`config.mk`:
```
export PLATFORM = sky130hd
export DESIGN_NAME = seq_alu_unit_flat
export DESIGN_NICKNAME = d
export VERILOG_FILES = /design/src/rtl/seq_alu_unit_if.sv /design/src/rtl/seq_alu_unit.sv /design/src/flat_wrapper.sv
export SDC_FILE = /design/constraint.sdc
export NUM_CORES = 1
export LEC_CHECK = 0
export CAP_MARGIN = 40
export CORE_UTILIZATION = 64
export CTS_BUF_LIST = sky130_fd_sc_hd__clkbuf_4 sky130_fd_sc_hd__clkbuf_8 sky130_fd_sc_hd__clkbuf_16
export CTS_CLUSTER_DIAMETER = 100
export CTS_CLUSTER_SIZE = 20
export DETAILED_ROUTE_END_ITERATION = 8
export PLACE_DENSITY = 0.95
export SLEW_MARGIN = 10
export SYNTH_ARGS = -nofsm -noshare
export SYNTH_HDL_FRONTEND = slang
export SYNTH_SLANG_ARGS = --single-unit
```
`constraint.sdc`:
```
create_clock -name clk -period 4 [get_ports clk]
set_input_delay 0.8 -clock clk [delete_from_list [all_inputs] [get_ports clk]]
set_output_delay 0.8 -clock clk [all_outputs]
set_load 0.05 [all_outputs]
```
`src/rtl/seq_alu_unit_if.sv`:
```
// Request/response bus of the sequential ALU.
// The command source uses the master modport and the ALU uses the slave modport.
interface seq_alu_unit_if #(
    parameter int DATA_W = 8
);
    logic                  req_valid;
    logic                  req_ready;
    logic [1:0]            op_code;
    logic [DATA_W-1:0]     a;
    logic [DATA_W-1:0]     b;
    logic                  rsp_valid;
    logic                  rsp_ready;
    logic [2*DATA_W-1:0]   result;
    logic                  err;

    modport master (
        output req_valid, op_code, a, b, rsp_ready,
        input  req_ready, rsp_valid, result, err
    );

    modport slave (
        input  req_valid, op_code, a, b, rsp_ready,
        output req_ready, rsp_valid, result, err
    );
endinterface

```
`src/rtl/seq_alu_unit.sv`:
```
// Multi-cycle unsigned ALU with a valid/ready request and response channel.
// Add, sub and divide-by-zero finish in the accept cycle. Mul uses LSB-first
// shift-add and div uses MSB-first restoring division. Both take one step per
// cycle for DATA_W cycles.
module seq_alu_unit #(
    parameter int DATA_W = 8
) (
    input  logic           clk,
    input  logic           rst_n,
    seq_alu_unit_if.slave  bus
);
    localparam int RES_W = 2 * DATA_W;
    localparam int CNT_W = $clog2(DATA_W + 1);

    typedef enum logic [1:0] {
        IDLE = 2'b00,
        CALC = 2'b01,
        DONE = 2'b10
    } state_t;

    typedef enum logic [1:0] {
        OP_ADD = 2'b00,
        OP_SUB = 2'b01,
        OP_MUL = 2'b10,
        OP_DIV = 2'b11
    } op_t;

    state_t              state_q;
    state_t              state_d;
    op_t                 op_q;
    op_t                 op_in;
    logic [RES_W-1:0]    acc_q;      // mul: partial product; div: {remainder, quotient}
    logic [RES_W-1:0]    acc_d;
    logic [RES_W-1:0]    mcand_q;    // mul: multiplicand, shifted left each step
    logic [DATA_W-1:0]   opnd_q;     // mul: multiplier, shifted right; div: divisor
    logic [CNT_W-1:0]    cnt_q;
    logic [RES_W-1:0]    result_q;
    logic                err_q;
    logic [DATA_W:0]     rem_shift;
    logic [DATA_W:0]     trial;
    logic                accept;
    logic                rsp_fire;
    logic                last_step;
    logic                short_op;

    assign op_in     = op_t'(bus.op_code);
    assign accept    = bus.req_valid && bus.req_ready;
    assign rsp_fire  = bus.rsp_valid && bus.rsp_ready;
    assign last_step = (cnt_q == CNT_W'(DATA_W - 1));
    // Add, sub and divide-by-zero need no iteration and go directly to DONE.
    assign short_op  = (op_in == OP_ADD) || (op_in == OP_SUB) ||
                       ((op_in == OP_DIV) && (bus.b == '0));

    assign bus.req_ready = (state_q == IDLE);
    assign bus.rsp_valid = (state_q == DONE);
    assign bus.result    = result_q;
    assign bus.err       = err_q;

    // State register.
    always_ff @(posedge clk or negedge rst_n) begin
        // NOTE: sequential state uses non-blocking assignments, so every flop samples pre-edge values.
        if (!rst_n) begin
            state_q <= IDLE;
        end else begin
            state_q <= state_d;
        end
    end

    // Next-state logic. Unused encodings recover to IDLE.
    always_comb begin
        // NOTE: the default is assigned before the case, so no path can infer a latch.
        state_d = state_q;
        case (state_q)
            IDLE:    if (accept)    state_d = short_op ? DONE : CALC;
            CALC:    if (last_step) state_d = DONE;
            DONE:    if (rsp_fire)  state_d = IDLE;
            default:                state_d = IDLE;
        endcase
    end

    // One mul or div iteration, computed from the current accumulator.
    always_comb begin
        acc_d     = acc_q;
        rem_shift = acc_q[RES_W-1:DATA_W-1];
        trial     = rem_shift - {1'b0, opnd_q};
        if (op_q == OP_MUL) begin
            if (opnd_q[0]) begin
                acc_d = acc_q + mcand_q;
            end
        end else if (!trial[DATA_W]) begin
            acc_d = {trial[DATA_W-1:0], acc_q[DATA_W-2:0], 1'b1};
        end else begin
            acc_d = {acc_q[RES_W-2:0], 1'b0};
        end
    end

    // Datapath: latch operands on accept, iterate in CALC, clear err on handshake.
    always_ff @(posedge clk or negedge rst_n) begin
        // NOTE: these are a few discrete registers and not a RAM, so all of them are reset.
        if (!rst_n) begin
            op_q     <= OP_ADD;
            acc_q    <= '0;
            mcand_q  <= '0;
            opnd_q   <= '0;
            cnt_q    <= '0;
            result_q <= '0;
            err_q    <= 1'b0;
        end else if (accept) begin
            op_q    <= op_in;
            opnd_q  <= bus.b;
            mcand_q <= RES_W'(bus.a);
            cnt_q   <= '0;
            err_q   <= 1'b0;
            case (op_in)
                OP_ADD: result_q <= RES_W'(bus.a) + RES_W'(bus.b);
                OP_SUB: result_q <= RES_W'(bus.a) - RES_W'(bus.b);
                OP_MUL: acc_q    <= '0;
                default: begin
                    if (bus.b == '0) begin
                        result_q <= '1;
                        err_q    <= 1'b1;
                    end else begin
                        acc_q <= RES_W'(bus.a);
                    end
                end
            endcase
        end else if (state_q == CALC) begin
            acc_q   <= acc_d;
            mcand_q <= mcand_q << 1;
            opnd_q  <= (op_q == OP_MUL) ? (opnd_q >> 1) : opnd_q;
            cnt_q   <= cnt_q + CNT_W'(1);
            if (last_step) begin
                result_q <= acc_d;
            end
        end else if (rsp_fire) begin
            err_q <= 1'b0;
        end
    end
endmodule

```
`src/flat_wrapper.sv`:
```
// flat-port wrapper written by rule: the top's interface ports become plain ports
module seq_alu_unit_flat 
#(
    parameter int DATA_W = 8
)
  (clk, rst_n, bus_req_valid, bus_op_code, bus_a, bus_b, bus_rsp_ready, bus_req_ready, bus_rsp_valid, bus_result, bus_err);
  seq_alu_unit_if #(.DATA_W(DATA_W)) bus_i ();
  input  logic clk;
  input  logic rst_n;
  input wire logic [$bits(bus_i.req_valid)-1:0] bus_req_valid;
  input wire logic [$bits(bus_i.op_code)-1:0] bus_op_code;
  input wire logic [$bits(bus_i.a)-1:0] bus_a;
  input wire logic [$bits(bus_i.b)-1:0] bus_b;
  input wire logic [$bits(bus_i.rsp_ready)-1:0] bus_rsp_ready;
  output wire logic [$bits(bus_i.req_ready)-1:0] bus_req_ready;
  output wire logic [$bits(bus_i.rsp_valid)-1:0] bus_rsp_valid;
  output wire logic [$bits(bus_i.result)-1:0] bus_result;
  output wire logic [$bits(bus_i.err)-1:0] bus_err;
  assign bus_i.req_valid = bus_req_valid;
  assign bus_i.op_code = bus_op_code;
  assign bus_i.a = bus_a;
  assign bus_i.b = bus_b;
  assign bus_i.rsp_ready = bus_rsp_ready;
  assign bus_req_ready = bus_i.req_ready;
  assign bus_rsp_valid = bus_i.rsp_valid;
  assign bus_result = bus_i.result;
  assign bus_err = bus_i.err;
  seq_alu_unit #(.DATA_W(DATA_W)) u_core (.clk(clk), .rst_n(rst_n), .bus(bus_i));
endmodule
```
==> metrics.cfg <==
[clock_network]
cts.clk_slew.worst_paths_ps = 80
root_buffer = clkbuf_8
clk_latency_ps = 350
cts_buffers = 9
cts_hold_buf = 0
htree_num_levels = 3
cts_tree = built
cts.sinks = 65
cts_buffer_depth = 2
cts_resized = 0
post_cts_buffers = 0

[synthesis]
ys_async_sr_fraction_pct = 100.0
synth_top_cells_by_count = nand2_1 (73), dfrtp_1 (65), nor2_1 (52), a21oi_1 (47), o21ai_0 (44)
synth_edf_count = 0
synth_warnings = 0
syn_nets = 679
ys_seq_area_share_pct = 32.39
synth-seq-cells = 65
ys.flop_type = dfrtp_1
synth_most_common_cell = nand2_1
synth.cell_area_sq_um = 5021
synth_area_leaders = dfrtp_1 (32%), ha_1 (10%), nand2_1 (5.5%)
synth_area_leader_cell = dfrtp_1
synth_top_cell_area_share_pct = 32.39
ys_types = 60
synthCells = 613
syn-mean-instance-area_sq_um = 8.191

[sta]
relSlewSlack_pct = 35.68
finalCritPeriodShare_pct = 82.10
setup_viol = 0
fin_skew_ps = 8.067
final.setup.tns_ps = 0
fmax_ghz = 0.3045
fin_ws_ps = 716.1
rsz0062_at_grt = no
hold_ws_ps = 502.7
fin_crit_ps = 3284
tightest_slew_ps = 962.8
hold_violations = 0
drv_slew = 0

[cells_and_area]
multi_input_area_sq_um = 3157
diodes = 0
syn2layout_area_growth_pct = 13.46
fin_nets = 712
design_area_sq_um = 5697
ff_latch_area_sq_um = 1627
fill_cells = 522
drive_gt1_share_pct = 6.605

[pwr]
p_leak_uw = 0.002579
ir_drop_v = 0.0005908
p_per_area_nw_per_um2 = 990.8

[place]
place_congestion = 0.9778
placed_cell_area_sq_um = 5517
place_ws_ps = 526.3
dpl.hpwl_um = 10710
portBuffers = 40

[setup_path]
critPathLaunchType = flop
path_class = reg2reg
endpoint_kind = flop
reg2reg_setup_slack_ps = 720
r2r_cells = 10
critPathRequiredTime_ps = 4230
path_max_fanout = 14
rr_startpoint = u_core.acc_q[7]
r2r_end = u_core.acc_q[9]
critPathArrivalTime_ps = 3520

[grt]
track_usage_pct = 37.76
grtUsageMet2_pct = 62.50
grt_max_degree = 37
grtUsageMet3_pct = 5.976
antenna_found_initial = 0
grt-ovfl-total = 0
grt_busiest_layer = met2
grt_pass1_vias = 5077
grt_pass1_wl_um = 24580
grtUsageMet1_pct = 47.49

[hold_path]
min_to = u_core.cnt_q[3]
hold_class = reg2reg
min_path_cells = 1
min_from = u_core.cnt_q[3]

[detailed_routing]
drc_errors = 0
drt_first_pass_iters = 6
wire_per_inst_um = 19.28
wirelength_um = 14460
drtIter0Drc = 521
vias_per_cell = 6.672
num_vias = 5004
ant_nets = 0

[floorplanning]
coreArea_sq_um = 7408
die_area_sq_um = 8204
rows = 31
die_x_um = 90.58
start_util_pct = 67.78
ios = 41
die_h_um = 90.58

[outcome]
outcome = finished, final reports clean

[flow_run]
maxCapViolCount = 0

-- flip-flops by register name (all words and copies together) (netlist names) --
signal and count:
u_core.mcand_q 16, u_core.state_q 2, u_core.op_q 2, u_core.opnd_q 8, u_core.bus.result 16, u_core.cnt_q 4
u_core.acc_q 16, u_core.bus.err 1
-- cells by family after synthesis --
group	synth area share, %
adders and majority gates	11.56
AOI/OAI and AO/OA	24.42
buffers and inverters	4.859
xor gates and xnor gates	3.837
and+or+nand+nor	19.56
muxes	3.364
DFF	32.39
-- worst max-delay path by stage --
stage | endpoint | startpoint | slack, ps
6_report | u_core.acc_q[9] | u_core.acc_q[7] | 720
5_1_grt | u_core.acc_q[9] | u_core.acc_q[7] | 520
4_1_cts | u_core.acc_q[9] | u_core.acc_q[7] | 800
3_5_place_dp | u_core.bus.result[10] | bus_b[2] | 530
3_3_place_gp | u_core.bus.result[10] | bus_b[2] | 590
2_1_floorplan | u_core.bus.result[10] | bus_b[2] | 1300
-- worst max-delay path, stage by stage, from the launching register on --
cell and delay (ps):
dfrtp_1 410, inv_1 120, ha_1 210, inv_1 70, fa_1 420, a21oi_1 290
o22ai_2 190, a211oi_4 670, mux2_2 430, a22oi_1 240, o21ai_0 110
-- layer usage --
layer | part of all wire, % | routed length [um]
met4 | 5.2 | 756
met3 | 7.7 | 1108
met5 | 0 | 0
met1 | 39 | 5693
met2 | 48 | 6905
-- per-stage QoR --
stage               util [%]  cells  total power [uW]
global placement       74.46    734              4814
CTS                    76.90    750              5549
floorplan                  -    613              4022
detailed placement     74.46    734              4992
finish                 76.90    750              5644
global route           76.90    750              6050
-- cell usage in the layout (no fill, tap or decap), drive strengths merged, types with 4 or more instances in the layout --
| cell type | instances |
|---|---|
| nand2 | 73 |
| dfrtp | 65 |
| nor2 | 52 |
| a21oi | 48 |
| o21ai | 44 |
| ha | 40 |
| clkdlybuf4s50 | 39 |
| inv | 36 |
| nand3 | 26 |
| a31oi | 25 |
| nor3 | 18 |
| xnor2 | 18 |
| nor2b | 12 |
| a21o | 12 |
| buf | 12 |
| a211oi | 11 |
| clkbuf | 10 |
| mux2i | 9 |
| mux2 | 7 |
| o21bai | 6 |
| nand3b | 6 |
| nand2b | 5 |
| and3 | 5 |
| or3 | 5 |
| a221oi | 5 |
| o22ai | 5 |
| o21a | 4 |
| xor2 | 4 |
| fa | 4 |
-- layout make-up --
type	count	area share, %
Clock buffer	10	2.416
Clock inverter	6	0.7468
Inverter	35	2.306
Multi-Input combinational cell	484	55.41
Sequential cell	65	28.55
Tap cell	99	2.174
Timing Repair Buffer	51	8.390
-- where the power goes --
group / internal [uW] / total, uW / switching, uW
combinational: 1480 / 3830 / 2350
sequential: 971 / 1280 / 313
clock: 243 / 528 / 285
total: 2690 / 5640 / 2950
Note: power is estimated with default switching activity, not from simulation.
==> edit 1 (same flow settings) <==
`DATA_W` is set to 8 in 3 places; all go to 4.
--- a/src/rtl/seq_alu_unit_if.sv
+++ b/src/rtl/seq_alu_unit_if.sv
@@ -3,3 +3,3 @@
 interface seq_alu_unit_if #(
-    parameter int DATA_W = 8
+    parameter int DATA_W = 4
 );
--- a/src/rtl/seq_alu_unit.sv
+++ b/src/rtl/seq_alu_unit.sv
@@ -5,3 +5,3 @@
 module seq_alu_unit #(
-    parameter int DATA_W = 8
+    parameter int DATA_W = 4
 ) (
--- a/src/flat_wrapper.sv
+++ b/src/flat_wrapper.sv
@@ -3,3 +3,3 @@
 #(
-    parameter int DATA_W = 8
+    parameter int DATA_W = 4
 )
Ports: changed (resized bus_a, bus_b and bus_result); port bits go from 41 to 25. The function was not compared with the original's and may differ.
==> edit 1 against the original RTL <==
- count of clock-buffer cells in the layout fell by 3
- cell area fell by 46%
- die area fell by 45%
- total power fell by 50%
- register-to-register slack improved by 370 ps
- sequential power fell by 46%
- area after synthesis fell by 46%
- routed wire length fell by 51%
- cell count fell by 49%
- clock power fell by 44%
- sequential cell count fell by 29
- setup slack improved by 300 ps
==> edit 1: results (changes against the original RTL) <==
- The peak supply drop is 0.000743 V (+26%).
- The number of placement rows is 23 (-26%).
- The maximum net fanout on the critical path is 7 (-7).
- The switching part of the total power was 50.2% (-2.0 points).
- The portion of netlist area occupied by mux cells is 3.90% (+0.54 points).
- The source of the worst register-to-register timing path is u_core.opnd_q[0]$_DFFE_PN0P_.
- The fraction of area in non-clock buffers is 9.62% (+1.2 points).
- The area occupied by multi-input gates was 1620 um2 (-49%).
- The area of placed instances is 2960 um2 (-46%).
- The worst hold path depth is 2 (+1).
- The worst-case setup slack after placement is 753 ps (+227 ps).
- The routed length on met2 is 3570 um (-48%).
- The register-to-register setup slack is 1090 ps (+370 ps).
- The switching power of the nets came to 1420 uW (-52%).
- The total number of multi-input combinational cells was 236 (-51%).
- The flow ran to the end, and the final reports show no timing, DRC or antenna violations.
- The worst hold path startpoint is u_core.mcand_q[3]$_DFFE_PN0P_.
- The number of I/O port buffers is 24 (-40%).
- The setup clock skew after layout is 9.33 ps (+1.26 ps).
- The share of post-route cells with drive strength above 1 is 7.44% (+0.84 points).
- The power in the clock group came to 296 uW (-44%).
- In the post-synthesis netlist, the biggest area contributors are dfrtp_1 33%, ha_1 9.7%, nand2_1 4.7%.
- The clock insertion delay at the later pin of the skew report is 300 ps (-50 ps).
- The global routing usage on met3 is 8.56% (+2.6 points).
- The sequential share of the synthesized area was 33.4% (+1.0 points).
- The area share of xor/xnor cells in the synthesized design is 2.60% (-1.2 points).
- The fraction of area in clock buffers and inverters is 3.14% (-0.022 points).
- The arithmetic-cell share of the synthesized area counting full adders, half adders and majority gates was 12.7% (+1.2 points).
- The worst hold-check slack was 500 ps (-2.50 ps).
- The maximum cell stage delay along the critical path is 600 ps (-70 ps).
- The largest individual stage delay along the critical path comes from the cell a211oi_1.
- The first-pass GRT wire length is 11,800 um (-52%).
- The final estimated routing congestion in global placement came to 0.932 (-4.7%).
- The total routed wire length on the met1 layer was 2760 um (-51%).
- The mean post-synth cell area is 8.58 um2 (+4.8%).
- The clock buffer count came to 7 (-3).
- The compound-cell area share of the yosys netlist is 21.7% (-2.7 points).
- The total CTS buffers is 5 (-4).
- The post-DP HPWL is 5090 um (-52%).
- The via density per instance is 6.51 (-2.4%).
- The critical path data arrival time is 3180 ps (-340 ps).
- The total wire length came to 7130 um (-51%).
- The count of unique library cells instantiated by Yosys was 54 (-10%).
- The number of ordinary inverters in the final layout came to 26 (-26%).
- The number of filler instances in the final layout is 273 (-48%).
- The violation count after the first detailed-routing iteration is 328 (-37%).
## edit 1: cell count changes after synthesis, sizes merged, moves of 19 or more
cell	delta
dfrtp	-29
a31oi	-22
nor2	-29
o21ai	-19
ha	-19
a21oi	-22
nand2	-39
## edit 1: how the worst max path moves through the flow
stage,from,to,slack [ps],cells past startpoint
after floorplan,u_core.acc_q[3]$_DFFE_PN0P_,u_core.acc_q[7]$_DFFE_PN0P_,1650,10
after global placement,bus_b[1],u_core.bus.result[3]$_DFFE_PN0P_,800,8
after detailed placement,bus_b[1],u_core.bus.result[3]$_DFFE_PN0P_,750,8
after CTS,bus_b[1],u_core.bus.result[3]$_DFFE_PN0P_,1070,8
after global routing,bus_b[1],u_core.bus.result[3]$_DFFE_PN0P_,890,8
final,bus_b[1],u_core.bus.result[3]$_DFFE_PN0P_,1020,8
## edit 1: worst max-delay path, delay by kind of cell
family	cells	cell delay (ps)
buffers and inverters	2	810
AO/OA/AOI/OAI	3	780
AND/OR/NAND/NOR	3	770
==> edit 2 (config.mk and constraints unchanged) <==
Made on the original files. Re-encode `state_t` (3 states) as one-hot, 3 bits wide.
--- a/src/rtl/seq_alu_unit.sv
+++ b/src/rtl/seq_alu_unit.sv
@@ -14,6 +14,6 @@
 
-    typedef enum logic [1:0] {
-        IDLE = 2'b00,
-        CALC = 2'b01,
-        DONE = 2'b10
+    typedef enum logic [2:0] {
+        IDLE = 3'b001,
+        CALC = 3'b010,
+        DONE = 3'b100
     } state_t;
Formal check against the unedited RTL: no difference found for any inputs over 4 cycles, from zero or initial values and one cycle with rst_n low; so few cycles prove little.
==> edit 2 against the original RTL <==
- area after synthesis up 0.82%
- sequential power down 5%
- total power down 5.4%
- setup slack better by 100 ps
- critical path depth up 1
- largest cell class unchanged
- clock skew up 6.6 ps
- cell count up 0.53%
- critical endpoint is now u_core.acc_q[10]$_DFFE_PN0P_
- routed wire length down 2.4%
- cell area up 0.46%
- sequential cell count up 1
==> edit 2: results (changes against the original RTL) <==
- The largest individual stage delay along the critical path comes from the cell fa_1.
- The first-pass GRT wire length came to 22,900 um (-6.7%).
- The total CTS buffers is 9 (unchanged).
- In this design, the largest share of critical-path delay is due to compound AO/OA/AOI/OAI gates.
- The relative max-transition margin was 50.2% (+15 points).
- The peak supply drop came to 0.000550 V (-6.9%).
- The switching power of the nets came to 2750 uW (-6.8%).
- The total wire length came to 14,100 um (-2.4%).
- The setup clock skew after layout is 14.7 ps (+6.65 ps).
- The number of filler instances in the final layout came to 533 (+2.1%).
- The sequential share of the synthesized area was 32.6% (+0.25 points).
- The number of global-route vias before repair is 4,900 (-3.5%).
- The number of buffers inserted by post-CTS setup repair was 0 (unchanged).
- The number of antenna violations at the first check in global routing is 0 (unchanged).
- The flow ran to the end, and the final reports show no timing, DRC or antenna violations.
- The most critical setup path has its endpoint at u_core.acc_q[10]$_DFFE_PN0P_.
- The violation count after the first detailed-routing iteration is 679 (+30%).
- The total nets after synthesis is 681 (+0.29%).
- The largest net degree at the start of global routing came to 50 (+35%).
- The final estimated routing congestion in global placement was 0.932 (-4.7%).
- The area of placed instances is 5520 um2 (about the same).
- The share of post-route cells with drive strength above 1 is 7.06% (+0.45 points).
- The leakage dissipation is 0.00257 uW (-0.43%).
- The worst reg2reg path depth is 11 (+1).
- The post-DP HPWL was 10,400 um (-3.1%).
- The first-pass iteration count of the detailed router is 5 (-1).
- Sorting the synthesized cells by area gives the leading types as dfrtp_1 32%, ha_1 9.9%, a21oi_1 7.3%.
- The number of nets in the layout is 713 (+0.14%).
- The global-route usage over all layers is 35.0% (-2.7 points).
- The maximum cell stage delay along the critical path is 450 ps (-220 ps).
- The relative contribution of combinational cells to total power was 66.5% (-1.4 points).
- The count of unique library cells instantiated by Yosys is 66 (+10%).
- The overall via count from detail_route was 5,067 (+1.3%).
- The power in the clock group is 573 uW (+8.5%).
- The worst hold path belongs to the class input port to asynchronous set/reset pin.
- The maximum net fanout on the critical path came to 13 (-1).
- The register-to-register setup slack is 820 ps (+100 ps).
- The commonest cells after synthesis are 74 x a21oi_1, 71 x nand2_1, 65 x dfrtp_1.
## edit 2: changes by cell type in the layout (fill, tap and decap cells not counted), sizes merged, moves of 4 or more
cell,before,now
a22oi,3,7
a211oi,11,17
nand3b,6,1
nor3,18,5
nor2,52,60
a21oi,48,75
nand3,26,12
nor2b,12,5
a31oi,25,16
## edit 2: kinds of logic after synthesis
kind of cell / after synthesis / share of synthesized area [%]
flip-flops: 66 / 32.6
AO/OA/AOI/OAI: 217 / 26.8
buffers and inverters: 66 / 5.66
adder cells (fa/ha/maj): 44 / 11.5
XOR/XNOR: 23 / 3.98
AND/OR/NAND/NOR: 185 / 16.5
multiplexers: 14 / 2.94
## edit 2: per-stage QoR
stage | instances | util, % | setup WS, ps | hold WS [ps] | total power (uW)
2_1_floorplan | 615 | - | 1360 | 450 | 3750
3_3_place_gp | 737 | 71.8 | 774 | 467 | 4420
3_5_place_dp | 737 | 71.8 | 641 | 491 | 4600
4_1_cts | 753 | 74.3 | 882 | 502 | 5230
5_1_grt | 754 | 74.4 | 711 | 533 | 5660
6_report | 754 | 74.4 | 819 | 487 | 5340
## edit 2: cell type report
class                           instances  area, um2  share of cell area, %
Multi-Input combinational cell        483       3140                   54.8
Sequential cell                        66       1650                   28.9
Timing Repair Buffer                   50        474                   8.29
Clock buffer                           11        139                   2.43
Inverter                               37        139                   2.43
Tap cell                              102        128                   2.23
Clock inverter                          5       55.1                  0.962
## edit 2: per-layer routing
layer	part of all wire, %	track usage, %	vias to the layer above	wire, um
met2	49	59.3	327	6880
met3	8.2	6.45	90	1160
li1	-	-	2273	-
met5	0	0	-	0
met1	38	43.2	2377	5340
met4	5.1	16.8	0	726
